## src/rtl/mem_arb_if.sv

```systemverilog
// Bundle of fetch, data-stage and byte-wide memory-port signals around mem_arb.
// slave = arbiter side, master = requester/memory side.
interface mem_arb_if #(
  parameter int ADDR_W = 32
);
  logic              if_req;
  logic [ADDR_W-1:0] if_a;
  logic              if_ok;
  logic [31:0]       if_dt;

  logic              mm_req;
  logic              mm_wr;
  logic [1:0]        mm_len;
  logic [ADDR_W-1:0] mm_a;
  logic [31:0]       mm_wn;
  logic              mm_ok;
  logic [31:0]       mm_dt;

  logic [7:0]        rom_rn;
  logic [7:0]        rom_wn;
  logic [ADDR_W-1:0] rom_a;
  logic              rom_wr;

  logic              busy;

  modport slave (
    input  if_req, if_a, mm_req, mm_wr, mm_len, mm_a, mm_wn, rom_rn,
    output if_ok, if_dt, mm_ok, mm_dt, rom_wn, rom_a, rom_wr, busy
  );

  modport master (
    output if_req, if_a, mm_req, mm_wr, mm_len, mm_a, mm_wn, rom_rn,
    input  if_ok, if_dt, mm_ok, mm_dt, rom_wn, rom_a, rom_wr, busy
  );
endinterface

```

## src/rtl/mem_arb.sv

```systemverilog
// mem_arb: serialises fetch and data-stage transfers onto one byte-wide memory port.
// Define ARB_RR_EN for round-robin arbitration; otherwise mm has fixed priority.
//
// state | meaning
// IDLE  | sample requests, latch the winner's transfer
// XFER  | drive one byte address (and write byte) per cycle
// TAIL  | capture the last read byte, port idle
// DONE  | one-cycle ok pulse to the granted requester
module mem_arb #(
  parameter int ADDR_W = 32
) (
  input  logic     clk,
  input  logic     rst,
  mem_arb_if.slave bus
);

  typedef enum logic [1:0] {
    S_IDLE,
    S_XFER,
    S_TAIL,
    S_DONE
  } state_t;

  state_t            r_state;
  state_t            w_state_nxt;

  logic              r_gnt_if;
  logic              r_wr;
  logic [2:0]        r_n;
  logic [2:0]        r_cnt;
  logic [ADDR_W-1:0] r_base;
  logic [31:0]       r_wdata;
  logic [31:0]       r_data;
  logic [31:0]       r_if_dt;
  logic [31:0]       r_mm_dt;

  logic              w_any_req;
  logic              w_gnt_if;
  logic [2:0]        w_mm_n;
  logic              w_last;
  logic [7:0]        w_wbyte;
  logic              w_cap_en;
  logic [1:0]        w_cap_idx;
  logic [31:0]       w_data_cap;

  logic              w_if_ok;
  logic              w_mm_ok;
  logic [ADDR_W-1:0] w_rom_a;
  logic              w_rom_wr;
  logic [7:0]        w_rom_wn;
  logic              w_busy;

  assign w_any_req = bus.if_req | bus.mm_req;

`ifdef ARB_RR_EN
  logic r_prio_mm;

  // A lone request always wins; the pointer only breaks ties.
  assign w_gnt_if = bus.if_req & (~bus.mm_req | ~r_prio_mm);

  always_ff @(posedge clk) begin
    if (rst) begin
      r_prio_mm <= 1'b1;
    end else if (r_state == S_IDLE && w_any_req) begin
      r_prio_mm <= w_gnt_if;
    end
  end
`else
  assign w_gnt_if = bus.if_req & ~bus.mm_req;
`endif

  always_comb begin
    case (bus.mm_len)
      2'd0:    w_mm_n = 3'd1;
      2'd1:    w_mm_n = 3'd2;
      default: w_mm_n = 3'd4;
    endcase
  end

  assign w_last = (r_cnt == (r_n - 3'd1));

  always_comb begin
    case (r_cnt[1:0])
      2'd0:    w_wbyte = r_wdata[7:0];
      2'd1:    w_wbyte = r_wdata[15:8];
      2'd2:    w_wbyte = r_wdata[23:16];
      default: w_wbyte = r_wdata[31:24];
    endcase
  end

  // Memory answers one cycle after the address, so the byte on rom_rn
  // belongs to the address driven with cnt-1.
  assign w_cap_en  = ((r_state == S_XFER) && (r_cnt != 3'd0) && !r_wr) ||
                     (r_state == S_TAIL);
  assign w_cap_idx = r_cnt[1:0] - 2'd1;

  always_comb begin
    w_data_cap = r_data;
    case (w_cap_idx)
      2'd0:    w_data_cap[7:0]   = bus.rom_rn;
      2'd1:    w_data_cap[15:8]  = bus.rom_rn;
      2'd2:    w_data_cap[23:16] = bus.rom_rn;
      default: w_data_cap[31:24] = bus.rom_rn;
    endcase
  end

  always_ff @(posedge clk) begin
    if (rst) begin
      r_state <= S_IDLE;
    end else begin
      r_state <= w_state_nxt;
    end
  end

  always_comb begin
    w_state_nxt = r_state;
    w_if_ok     = 1'b0;
    w_mm_ok     = 1'b0;
    w_rom_a     = '0;
    w_rom_wr    = 1'b0;
    w_rom_wn    = 8'h00;
    w_busy      = 1'b1;
    case (r_state)
      S_IDLE: begin
        w_busy = 1'b0;
        if (w_any_req) begin
          w_state_nxt = S_XFER;
        end
      end
      S_XFER: begin
        w_rom_a  = r_base + ADDR_W'(r_cnt);
        w_rom_wr = r_wr;
        w_rom_wn = r_wr ? w_wbyte : 8'h00;
        if (w_last) begin
          w_state_nxt = r_wr ? S_DONE : S_TAIL;
        end
      end
      S_TAIL: begin
        w_state_nxt = S_DONE;
      end
      S_DONE: begin
        w_if_ok     = r_gnt_if;
        w_mm_ok     = ~r_gnt_if;
        w_state_nxt = S_IDLE;
      end
      default: begin
        w_state_nxt = S_IDLE;
      end
    endcase
  end

  always_ff @(posedge clk) begin
    if (rst) begin
      r_gnt_if <= 1'b0;
      r_wr     <= 1'b0;
      r_n      <= 3'd0;
      r_cnt    <= 3'd0;
      r_base   <= '0;
      r_wdata  <= 32'h0;
      r_data   <= 32'h0;
      r_if_dt  <= 32'h0;
      r_mm_dt  <= 32'h0;
    end else begin
      case (r_state)
        S_IDLE: begin
          if (w_any_req) begin
            r_gnt_if <= w_gnt_if;
            r_base   <= w_gnt_if ? bus.if_a : bus.mm_a;
            r_n      <= w_gnt_if ? 3'd4 : w_mm_n;
            r_wr     <= ~w_gnt_if & bus.mm_wr;
            r_wdata  <= w_gnt_if ? 32'h0 : bus.mm_wn;
            r_cnt    <= 3'd0;
            r_data   <= 32'h0;
          end
        end
        S_XFER: begin
          r_cnt <= r_cnt + 3'd1;
          if (w_cap_en) begin
            r_data <= w_data_cap;
          end
        end
        S_TAIL: begin
          // Bytes beyond n were cleared at grant, so mm_dt comes out zero-extended.
          r_data <= w_data_cap;
          if (r_gnt_if) begin
            r_if_dt <= w_data_cap;
          end else begin
            r_mm_dt <= w_data_cap;
          end
        end
        default: begin
        end
      endcase
    end
  end

  assign bus.if_ok  = w_if_ok;
  assign bus.mm_ok  = w_mm_ok;
  assign bus.if_dt  = r_if_dt;
  assign bus.mm_dt  = r_mm_dt;
  assign bus.rom_a  = w_rom_a;
  assign bus.rom_wr = w_rom_wr;
  assign bus.rom_wn = w_rom_wn;
  assign bus.busy   = w_busy;

  a_ok_excl: assert property (@(posedge clk) disable iff (rst) !(bus.if_ok && bus.mm_ok));

endmodule
```

## src/flat_wrapper.sv

```systemverilog
// flat-port wrapper written by rule: the top's interface ports become plain ports
module mem_arb_flat 
#(
  parameter int ADDR_W = 32
)
  (clk, rst, bus_if_req, bus_if_a, bus_mm_req, bus_mm_wr, bus_mm_len, bus_mm_a, bus_mm_wn, bus_rom_rn, bus_if_ok, bus_if_dt, bus_mm_ok, bus_mm_dt, bus_rom_wn, bus_rom_a, bus_rom_wr, bus_busy);
  mem_arb_if #(.ADDR_W(ADDR_W)) bus_i ();
  input  logic clk;
  input  logic rst;
  input wire logic [$bits(bus_i.if_req)-1:0] bus_if_req;
  input wire logic [$bits(bus_i.if_a)-1:0] bus_if_a;
  input wire logic [$bits(bus_i.mm_req)-1:0] bus_mm_req;
  input wire logic [$bits(bus_i.mm_wr)-1:0] bus_mm_wr;
  input wire logic [$bits(bus_i.mm_len)-1:0] bus_mm_len;
  input wire logic [$bits(bus_i.mm_a)-1:0] bus_mm_a;
  input wire logic [$bits(bus_i.mm_wn)-1:0] bus_mm_wn;
  input wire logic [$bits(bus_i.rom_rn)-1:0] bus_rom_rn;
  output wire logic [$bits(bus_i.if_ok)-1:0] bus_if_ok;
  output wire logic [$bits(bus_i.if_dt)-1:0] bus_if_dt;
  output wire logic [$bits(bus_i.mm_ok)-1:0] bus_mm_ok;
  output wire logic [$bits(bus_i.mm_dt)-1:0] bus_mm_dt;
  output wire logic [$bits(bus_i.rom_wn)-1:0] bus_rom_wn;
  output wire logic [$bits(bus_i.rom_a)-1:0] bus_rom_a;
  output wire logic [$bits(bus_i.rom_wr)-1:0] bus_rom_wr;
  output wire logic [$bits(bus_i.busy)-1:0] bus_busy;
  assign bus_i.if_req = bus_if_req;
  assign bus_i.if_a = bus_if_a;
  assign bus_i.mm_req = bus_mm_req;
  assign bus_i.mm_wr = bus_mm_wr;
  assign bus_i.mm_len = bus_mm_len;
  assign bus_i.mm_a = bus_mm_a;
  assign bus_i.mm_wn = bus_mm_wn;
  assign bus_i.rom_rn = bus_rom_rn;
  assign bus_if_ok = bus_i.if_ok;
  assign bus_if_dt = bus_i.if_dt;
  assign bus_mm_ok = bus_i.mm_ok;
  assign bus_mm_dt = bus_i.mm_dt;
  assign bus_rom_wn = bus_i.rom_wn;
  assign bus_rom_a = bus_i.rom_a;
  assign bus_rom_wr = bus_i.rom_wr;
  assign bus_busy = bus_i.busy;
  mem_arb #(.ADDR_W(ADDR_W)) u_core (.clk(clk), .rst(rst), .bus(bus_i));
endmodule
```

## config.mk

```make
export PLATFORM = sky130hd
export DESIGN_NAME = mem_arb_flat
export DESIGN_NICKNAME = d
export VERILOG_FILES = /design/src/rtl/mem_arb_if.sv /design/src/rtl/mem_arb.sv /design/src/flat_wrapper.sv
export SDC_FILE = /design/constraint.sdc
export NUM_CORES = 1
export LEC_CHECK = 0
export CAP_MARGIN = 10
export CORE_MARGIN = 3
export CORE_UTILIZATION = 49
export CTS_CLUSTER_SIZE = 16
export DETAILED_ROUTE_END_ITERATION = 12
export MAX_ROUTING_LAYER = met4
export PLACE_DENSITY_LB_ADDON = 0.3
export SYNTH_ARGS = -nofsm -noshare
export SYNTH_HDL_FRONTEND = slang
export SYNTH_SLANG_ARGS = --single-unit
```

## constraint.sdc

```tcl
create_clock -name clk -period 3.4 [get_ports clk]
set_input_delay 0.68 -clock clk [delete_from_list [all_inputs] [get_ports clk]]
set_output_delay 0.68 -clock clk [all_outputs]
set_load 0.005 [all_outputs]
```

==> impl_metrics.yaml, run 1 <==
status:
  status: "completed"
power_and_ir_drop:
  power_dissipated_by_switching_net_loads_mw: 2.91
  clock_network_power_share_pct: 26.1
  p_sw_share_pct: 37.2
  internal-power_mw: 4.90
  power.share.sequential_pct: 35.6
  total_leakage_power_nw: 4.00
  pwr_density_cell_mw_per_mm2: 694
  worst_ir_drop_vdd_v: 0.000456
  power_frac_comb_pct: 38.3
logic_synthesis:
  syn_inst: 938
  synthesis.nets: 1067
  synth_flop_cell: "sky130_fd_sc_hd__dfxtp_1"
  post_synth_num_cell_types: 45
  yosys.cell_count.top_type: "sky130_fd_sc_hd__dfxtp_1"
  post-synth-top-area-cell: "sky130_fd_sc_hd__dfxtp_1"
  syn_avg_cell_area_um2: 8.64
  synth_area_mm2: 0.00810
  synthesis_stage_register_bit_count: 170
  yosys.area.top_type_share_pct: 42.0
  synth_edf_count: 0
  post_synth_most_frequent_cells: "sky130_fd_sc_hd__dfxtp_1 (170), sky130_fd_sc_hd__nor2_1 (167), sky130_fd_sc_hd__a211oi_1 (97)"
  synth-seq-area-share_pct: 42.0
  synth_async_sr_flop_share_pct: 0
  synth-warning-count: 0
  synthTopCellsByArea: "sky130_fd_sc_hd__dfxtp_1 (42%), sky130_fd_sc_hd__a211oi_1 (9.0%), sky130_fd_sc_hd__nor2_1 (7.7%)"
worst_hold_path:
  hp-start: "u_core.r_data[28]"
  min-delay-path-class: "flop to flop"
  worstHoldPathCells: 2
  min_to: "u_core.r_data[28]"
drt:
  vias_per_cell: 5.81
  drt_first_iter_violations: 541
  postRouteAntennaNets: 0
  postRouteWirelength_um: 23800
  num_vias: 7856
  firstDrtPassIters: 7
  drc_errors: 0
  wl_per_instance_um: 17.6
timing:
  layout_worst_path_cycle_share_pct: 98.3
  grt_setup_unrepaired: "yes"
  clock-skew-final_ps: 6.08
  timing.slew.headroom_pct: 22.4
  setup-violations-final: 0
  fin_setup_tns_ps: 0
  fin_crit_ps: 3340
  tightestPinTransition_ps: 1160
  fin_worst_hold_slack_ps: 464
  fmax_mhz: 299
  finalHoldViolations: 0
  drv_slew: 0
clocking:
  clkTransAtPathRegs_ps: 60
  insertion_delay_ps: 420
  cts-htree-levels: 4
  ctsHoldBuffers: 0
  numClockSinks: 170
  tritoncts: "built"
  numCtsBuffers: 17
  cts_buffer_depth: 2
  cts-root-buf: "sky130_fd_sc_hd__clkbuf_16"
global_routing:
  grt_first_pass_wirelength_um: 36900
  grt_start_max_net_pins: 81
  global_route.usage.met2_pct: 38.6
  track_usage_pct: 25.6
  grtUsageMet3_pct: 5.70
  globalRoute.busiestLayer: "met2"
  grt_pass1_vias: 7189
  grt_remaining_overflow: 0
  antenna_found_initial: 0
  globalRouteMet1Util_pct: 35.0
die:
  row_count: 46
  start_util_pct: 50.4
  floorplan.die_area_mm2: 0.0181
  io_pins: 219
  die-width_um: 135
  core_region_area_mm2: 0.0161
  die_h_um: 135
worst_setup_path:
  worst-endpoint-arrival_ps: 2660
  worst-r2r-cell-count: 6
  regToRegEndpoint: "u_core.r_data[20]"
  critPathMaxFanout: 6
  worst_r2r_startpoint: "u_core.r_state[1]"
  critPathMostFrequentCell: "sky130_fd_sc_hd__buf_4"
  reg2reg_setup_slack_ps: 820
  timing.setup.critical_path_class: "flop to output pin"
  worst_setup_path_startpoint: "u_core.r_base[0]"
  worstSetupStartpointType: "flop"
  worst-endpoint-required_ps: 2720
  worst_path_max_delay_cell: "sky130_fd_sc_hd__or4_4"
  critical_path.max_stage_delay_ps: 470
  timing.critical_path.cells: "ha_4 -> inv_1 -> fa_2 -> nor2b_2 -> buf_4 -> o2111ai_4 -> buf_6 -> buf_4 -> or4_4 -> a21oi_2 -> buf_2"
  setup.worst_path.end_class: "output pin"
job:
  drv_cap: 0
placement:
  port_buffers: 218
  globalplace.congestion: 0.875
  dpl-instance-area_mm2: 0.0105
  place_hpwl_um: 15800
  dp_cells: 1308
layout:
  final_cell_count_no_fill: 1351
  n_antenna_cell: 0
  fraction_of_final_layout_cells_with_drive_strength_greater_than_1_pct: 10.1
  area_overhead_vs_synth_pct: 38.9
  finish.net_count: 1251
  layout.cell_area.non_filler_mm2: 0.0113
  finalCoreUtilization_pct: 70.1
==> layout by cell type (no fill, tap or decap), types with 14 or more instances in the layout <==
| cell type | synthesis | final |
|---|---|---|
| sky130_fd_sc_hd__dfxtp_1 | 170 | 166 |
| sky130_fd_sc_hd__o31ai_1 | 42 | 38 |
| sky130_fd_sc_hd__nand4_1 | 35 | 35 |
| sky130_fd_sc_hd__mux2i_1 | 62 | 62 |
| sky130_fd_sc_hd__dlygate4sd2_1 | 0 | 14 |
| sky130_fd_sc_hd__clkdlybuf4s50_1 | 0 | 195 |
| sky130_fd_sc_hd__a211oi_1 | 97 | 97 |
| sky130_fd_sc_hd__clkbuf_16 | 0 | 17 |
| sky130_fd_sc_hd__nor2_1 | 167 | 165 |
| sky130_fd_sc_hd__buf_4 | 0 | 36 |
| sky130_fd_sc_hd__a22oi_1 | 34 | 34 |
| sky130_fd_sc_hd__a21oi_1 | 68 | 64 |
| sky130_fd_sc_hd__inv_1 | 19 | 19 |
| sky130_fd_sc_hd__ha_1 | 17 | 14 |
==> registers in the layout (all words and copies together), names as in the netlist <==
signal and flops:
u_core.r_wdata 32, u_core.r_base 32, u_core.r_gnt_if 1, u_core.r_wr 1, u_core.r_cnt 3, u_core.r_data 32
u_core.r_n 3, u_core.bus.mm_dt 32, u_core.r_state 2, u_core.bus.if_dt 32
==> area by class of cell <==
type / instances / area [um^2]
clock buffers: 18 / 439
clock inverters: 14 / 183
fillers: 1301 / 4810
inverters: 19 / 71.3
multi-input cells: 656 / 4410
flip-flops and latches: 170 / 3410
well taps: 216 / 270
repair buffers: 258 / 2470
==> metrics by stage <==
stage               total power [mW]  setup WS [ps]
finish                          7.80           56.2
global route                    8.27          -52.8
CTS                             7.78           6.59
detailed placement              5.75            125
global placement                5.68            166
floorplan                       4.57            419
==> layer usage <==
layer,wire (um),vias up
met5,0,-
met4,367,0
met3,1840,31
met2,10900,310
met1,10600,3670
li1,-,3845
==> how the worst max path moves through the flow <==
stage,cells after the start,endpoint
floorplan,8,bus_rom_a[30]
global placement,9,bus_rom_a[16]
detailed placement,9,bus_rom_a[16]
CTS,10,bus_rom_a[26]
global route,11,bus_rom_a[20]
finish,11,bus_rom_a[20]
==> timing repair <==
item / in CTS / in global routing
setup buffers: 6 / 4
endpoints found under the setup margin: 21 / 17
pin swaps: 2 / 6
resized for setup: 37 / 28
cloned: 2 / 0
==> power groups by stage <==
stage                     combinational, mW  sequential [mW]  clock (mW)
final                                  2.99             2.78        2.04
after global routing                   3.28             2.83        2.15
after CTS                              2.96             2.75        2.06
after detailed placement               2.96             2.79           0
after global placement                 2.91             2.77           0
after floorplan                        1.83             2.74           0
==> critical path: cells and delay by family (launching register included) <==
| kind | cells | cell delay (ps) |
|---|---|---|
| DFF | 1 | 350 |
| buffers and inverters | 5 | 590 |
| AOI/OAI and AO/OA | 2 | 230 |
| adders and majority gates | 2 | 480 |
| and+or+nand+nor | 2 | 600 |
==> cell families (layout without fill, tap and decap cells) <==
logic type	Yosys count	count (layout)	share of synthesized area [%]
flip-flops	170	170	42.0
XOR/XNOR	12	12	1.48
buffers and inverters	112	309	5.38
AND/OR/NAND/NOR	285	285	16.8
AO/OA/AOI/OAI	279	279	23.8
multiplexers	62	62	7.66
adder cells (fa/ha/maj)	18	18	2.87
Note: power is estimated with default switching activity, not from simulation.
==> inputs of run 2 (changes only) <==
CORE_UTILIZATION = 37   (was 49)
==> run 2 against run 1 <==
Against the previous run:
- sequential power about the same
- non-clock buffer count increased by 2
- largest power group unchanged
- via count decreased by 1.2%
- global-route usage decreased by 5.4 points
- register-to-register slack improved by 140 ps
- setup slack improved by 27 ps
- combinational power increased by 4%
==> impl_metrics.yaml, run 2 (same netlist as run 1, synthesis figures left out) <==
timing:
  setup-violations-final: 0
  tightestPinTransition_ps: 867
  fin_crit_ps: 3320
  drv_slew: 0
  finalHoldViolations: 0
  timing.slew.headroom_pct: 42.1
  grt_setup_unrepaired: "yes"
  fmax_mhz: 301
  fin_worst_hold_slack_ps: 467
  layout_worst_path_cycle_share_pct: 97.6
  post-route-worst-setup-slack_ps: 83.0
  clock-skew-final_ps: 18.2
global_routing:
  grt_start_max_net_pins: 65
  global_route.usage.met2_pct: 30.4
  grt_first_pass_wirelength_um: 38400
  grt_pass1_vias: 7216
  grt_remaining_overflow: 0
  grtUsageMet3_pct: 5.52
  track_usage_pct: 20.2
  globalRouteMet1Util_pct: 27.3
  antenna_found_initial: 0
  globalRoute.busiestLayer: "met2"
placement:
  post-place-ws_ps: 30.1
  dp_cells: 1369
  globalplace.congestion: 0.893
  place_hpwl_um: 16800
  port_buffers: 218
worst_setup_path:
  worst_path_max_delay_cell: "sky130_fd_sc_hd__clkdlybuf4s50_1"
  worst-endpoint-arrival_ps: 2640
  worst-endpoint-required_ps: 2720
  critical_path.max_stage_delay_ps: 540
  setup.worst_path.end_class: "output pin"
  timing.setup.critical_path_class: "flop to output pin"
  worstSetupStartpointType: "flop"
  critPathMaxFanout: 4
  timing.critical_path.cells: "ha_4 -> nand3_4 -> a2111o_1 -> or3_1 -> a21oi_1 -> clkdlybuf4s50_1"
layout:
  final_cell_count_no_fill: 1414
  finish.net_count: 1255
  n_antenna_cell: 0
  filler_cell_count: 1924
  mostFrequentLayoutCells: "sky130_fd_sc_hd__clkdlybuf4s50_1 (198), sky130_fd_sc_hd__nor2_1 (165), sky130_fd_sc_hd__dfxtp_1 (162), sky130_fd_sc_hd__a211oi_1 (97), sky130_fd_sc_hd__mux2i_1 (62)"
  finalCoreUtilization_pct: 53.9
  area_overhead_vs_synth_pct: 41.5
  layout_commonest_cell: "sky130_fd_sc_hd__clkdlybuf4s50_1"
  fraction_of_final_layout_cells_with_drive_strength_greater_than_1_pct: 11.2
clocking:
  clkTransAtPathRegs_ps: 60
  numClockSinks: 170
  tritoncts: "built"
  insertion_delay_ps: 430
  cts-htree-levels: 4
  numCtsBuffers: 17
  cts_buffer_depth: 2
  cts-root-buf: "sky130_fd_sc_hd__clkbuf_16"
die:
  die_h_um: 154
  io_pins: 219
  start_util_pct: 38.1
  row_count: 53
  core_region_area_mm2: 0.0213
  floorplan.die_area_mm2: 0.0237
  die-width_um: 154
drt:
  drt_first_iter_violations: 492
  postRouteWirelength_um: 24400
  postRouteAntennaNets: 0
  drc_errors: 0
  wl_per_instance_um: 17.3
  firstDrtPassIters: 6
  vias_per_cell: 5.49
  num_vias: 7760
status:
  status: "completed"
power_and_ir_drop:
  worst_ir_drop_vdd_v: 0.000436
  p_total_mw: 7.90
  pwr_density_cell_mw_per_mm2: 690
  total_leakage_power_nw: 3.99
job:
  drv_cap: 0
worst_hold_path:
  min-delay-path-class: "flop to flop"
## run 2: changes by cell type in the layout (fill, tap and decap cells not counted), sizes merged
cell / before / now
clkbuf: 21 / 29
dlygate4sd2: 14 / 6
inv: 25 / 20
clkdlybuf4s50: 195 / 198
a2111o: 1 / 3
clkdlybuf4s15: 1 / 3
bufinv: 3 / 4
dlymetal6s2s: 2 / 3
## run 2: worst max-delay path, delay by kind of cell (launching register included)
kind | cells | cell delay, ps
flops | 1 | 350
compound gates | 2 | 620
simple gates | 2 | 410
fa+ha+maj | 1 | 290
buf+inv | 1 | 540
## run 2: report_power, final
group | leakage, nW | switching, mW | internal (mW)
registers | 1.39 | 0.351 | 2.43
logic | 2.30 | 1.75 | 1.35
clock network | 0.293 | 0.789 | 1.24
total | 3.99 | 2.89 | 5.01
## run 2: final timing paths
kind	slack, ps	cells after the start	startpoint	to
min reg2reg	470	2	u_core.r_data[15]	u_core.r_data[15]
max	80	6	u_core.r_cnt[1]	bus_rom_a[19]
min	470	2	u_core.r_data[15]	u_core.r_data[15]
max reg2reg	960	7	u_core.r_state[1]	u_core.r_data[21]
## run 2: layer usage
| metal | part of all wire (%) | up-vias |
|---|---|---|
| li1 | - | 3858 |
| met1 | 45 | 3615 |
| met2 | 46 | 272 |
| met3 | 7.5 | 15 |
| met4 | 1.1 | 0 |
| met5 | 0 | - |
## run 2: repair_timing
action | in CTS | in global routing
hold buffers | 0 | 0
cloned | 3 | 0
resized for setup | 37 | 46
pin swaps | 6 | 5
setup buffers | 7 | 5
endpoints found under the setup margin | 21 | 22
## run 2: final cells by class
cell class	count	area (um^2)	share of cell area, %
multi-input cells	658	4490	39.2
repair buffers	260	2530	22.1
clock inverters	10	168	1.46
flip-flops and latches	170	3410	29.8
well taps	275	344	3.00
clock buffers	22	444	3.87
inverters	19	71.3	0.622
## run 2: per-stage QoR
step | setup TNS [ps] | instance area, um^2
CTS | -94.4 | 11300
floorplan | 0 | 8100
finish | 0 | 11500
global route | -83.1 | 11500
detailed placement | 0 | 10600
global placement | 0 | 10600
==> inputs of run 3 (changes only) <==
ABC_AREA = 1   (was not set)
GPL_TIMING_DRIVEN = 0   (was not set)
clock period = 3.2 ns   (was 3.4 ns; I/O delays follow)
==> run 3 against run 2 <==
Against the previous run:
- clock skew decreased by 11 ps
- largest power group unchanged
- core utilization decreased by 0.076 points
- largest cell class unchanged
- critical path type unchanged
- clock power increased by 7%
- worst hold slack got worse by 7.1 ps
==> impl_metrics.yaml, run 3 <==
global_routing:
  track_usage_pct: 22.9
  grt_first_pass_wirelength_um: 42900
  globalRoute.busiestLayer: "met2"
  global_route.usage.met2_pct: 35.4
  grtUsageMet3_pct: 4.31
  globalRouteMet1Util_pct: 30.6
  grt_start_max_net_pins: 18
  grt_pass1_vias: 8349
  antenna_found_initial: 0
  grt_remaining_overflow: 0
worst_setup_path:
  critical_path.max_stage_delay_ps: 530
  critPathBufInv: 4
  timing.critical_path.cells: "ha_2 -> inv_1 -> fa_2 -> inv_2 -> buf_4 -> nand3_1 -> nand2_2 -> nand2_1 -> nand2_1 -> nand2_1 -> nor2_2 -> clkdlybuf4s50_1"
  worst_path_max_delay_cell: "sky130_fd_sc_hd__clkdlybuf4s50_1"
  reg2reg_setup_slack_ps: 1190
  worst_setup_path_startpoint: "u_core.r_cnt[0]"
  setup.worst_path.end_class: "output pin"
  worst_r2r_startpoint: "u_core.r_state[0]"
  worst-endpoint-required_ps: 2560
  crit_family: "buffers and inverters"
  worst-endpoint-arrival_ps: 2520
  critPathMostFrequentCell: "sky130_fd_sc_hd__nand2_1"
  critPathMaxFanout: 3
  worstSetupStartpointType: "flop"
  timing.setup.critical_path_class: "flop to output pin"
die:
  die-width_um: 154
  row_count: 53
  start_util_pct: 38.1
  die_h_um: 154
  floorplan.die_area_mm2: 0.0237
  core_region_area_mm2: 0.0213
  io_pins: 219
clocking:
  ctsHoldBuffers: 0
  numClockSinks: 170
  cts_buffer_depth: 2
  numCtsBuffers: 17
  cts-htree-levels: 4
  tritoncts: "built"
  clkTransAtPathRegs_ps: 70
  insertion_delay_ps: 430
  cts-root-buf: "sky130_fd_sc_hd__clkbuf_16"
logic_synthesis:
  synth_flop_cell: "sky130_fd_sc_hd__dfxtp_1"
  post_synth_num_cell_types: 30
  post_synth_most_frequent_cells: "sky130_fd_sc_hd__nand2_1 (280), sky130_fd_sc_hd__o21ai_0 (173), sky130_fd_sc_hd__dfxtp_1 (170)"
  synth_area_mm2: 0.00811
  synth-warning-count: 0
  syn_avg_cell_area_um2: 6.88
  synth_edf_count: 0
  synthesis.nets: 1308
  yosys.cell_count.top_type: "sky130_fd_sc_hd__nand2_1"
  yosys.area.top_type_share_pct: 42.0
  post-synth-top-area-cell: "sky130_fd_sc_hd__dfxtp_1"
  syn_inst: 1179
  synthesis_stage_register_bit_count: 170
  synth-seq-area-share_pct: 42.0
  synth_async_sr_flop_share_pct: 0
  synthTopCellsByArea: "sky130_fd_sc_hd__dfxtp_1 (42%), sky130_fd_sc_hd__nand2_1 (13%), sky130_fd_sc_hd__o21ai_0 (11%)"
timing:
  setup-violations-final: 0
  grt_setup_unrepaired: "yes"
  tightestPinTransition_ps: 549
  clock-skew-final_ps: 6.85
  layout_worst_path_cycle_share_pct: 98.6
  fin_setup_tns_ps: 0
  fmax_mhz: 317
  timing.slew.headroom_pct: 63.4
  fin_worst_hold_slack_ps: 460
  drv_slew: 0
  finalHoldViolations: 0
  fin_crit_ps: 3160
placement:
  dp_cells: 1672
  port_buffers: 218
  place_hpwl_um: 20000
  globalplace.congestion: 0.907
worst_hold_path:
  min-delay-path-class: "flop to flop"
  hp-start: "u_core.r_wdata[30]"
drt:
  drt_first_iter_violations: 679
  drc_errors: 0
  num_vias: 8736
  postRouteAntennaNets: 0
  wl_per_instance_um: 15.7
  firstDrtPassIters: 5
  vias_per_cell: 5.10
  postRouteWirelength_um: 26900
job:
  drv_cap: 0
layout:
  area_overhead_vs_synth_pct: 41.2
  finish.net_count: 1555
  layout_commonest_cell: "sky130_fd_sc_hd__nand2_1"
  fraction_of_final_layout_cells_with_drive_strength_greater_than_1_pct: 9.94
  mostFrequentLayoutCells: "sky130_fd_sc_hd__nand2_1 (271), sky130_fd_sc_hd__clkdlybuf4s50_1 (202), sky130_fd_sc_hd__o21ai_0 (173), sky130_fd_sc_hd__dfxtp_1 (166), sky130_fd_sc_hd__nor2_1 (142)"
  n_antenna_cell: 0
  final_cell_count_no_fill: 1714
power_and_ir_drop:
  worst_ir_drop_vdd_v: 0.000343
  pwr_density_cell_mw_per_mm2: 761
  total_leakage_power_nw: 4.53
  p_total_mw: 8.71
status:
  status: "completed"
run 3: area by class of cell:
class	instances	area, um^2
clock inverters	10	128
repair buffers	230	2260
well taps	275	344
flip-flops and latches	170	3410
plain buffers	68	303
fillers	2045	9840
inverters	72	275
multi-input cells	867	4240
clock buffers	22	484
run 3: where the power goes:
group | leakage [nW] | switching, mW | internal, mW
combinational | 2.83 | 2.09 | 1.34
clock | 0.300 | 0.917 | 1.25
sequential | 1.40 | 0.414 | 2.69
total | 4.53 | 3.42 | 5.28
run 3: what timing repair did:
| action | in CTS | in global routing |
|---|---|---|
| setup buffers | 8 | 4 |
| pin swaps | 8 | 10 |
| resized for setup | 42 | 35 |
| cloned | 0 | 0 |
| setup endpoints to repair | 27 | 25 |
run 3: worst paths after layout:
| path | cells after the start | endpoint |
|---|---|---|
| max | 12 | bus_rom_a[26] |
| min | 2 | u_core.r_wdata[30] |
| max reg2reg | 7 | u_core.bus.mm_dt[29] |
| min reg2reg | 2 | u_core.r_wdata[30] |
run 3: worst min-delay path, stage by stage, from the launching register on:
cell and delay [ps]:
sky130_fd_sc_hd__dfxtp_1 310, sky130_fd_sc_hd__nand2_1 60, sky130_fd_sc_hd__a21oi_1 50
run 3: cells by family (layout without fill, tap and decap cells):
family                     count (synthesis)  after routing  synth area share (%)
AOI/OAI and AO/OA                        347            347                  22.2
buffers and inverters                    142            402                  7.08
DFF                                      170            170                  42.0
xor gates and xnor gates                   4              4                 0.432
and+or+nand+nor                          498            498                  25.4
adders and majority gates                 18             18                  2.87
run 3: routing by layer:
| layer | up-vias | wire length (um) |
|---|---|---|
| li1 | 4393 | - |
| met1 | 3982 | 12200 |
| met2 | 312 | 12200 |
| met3 | 49 | 1850 |
| met4 | 0 | 591 |
| met5 | - | 0 |
run 3: per-stage QoR:
stage | instance area (um^2) | util [%] | worst slack [ps]
6_report | 11400 | 53.8 | 44.4
5_1_grt | 11400 | 53.8 | -99.1
3_5_place_dp | 10600 | 50.0 | -211
3_3_place_gp | 10600 | 50.0 | -191
4_1_cts | 11400 | 53.4 | 1.37
2_1_floorplan | 8110 | - | 710
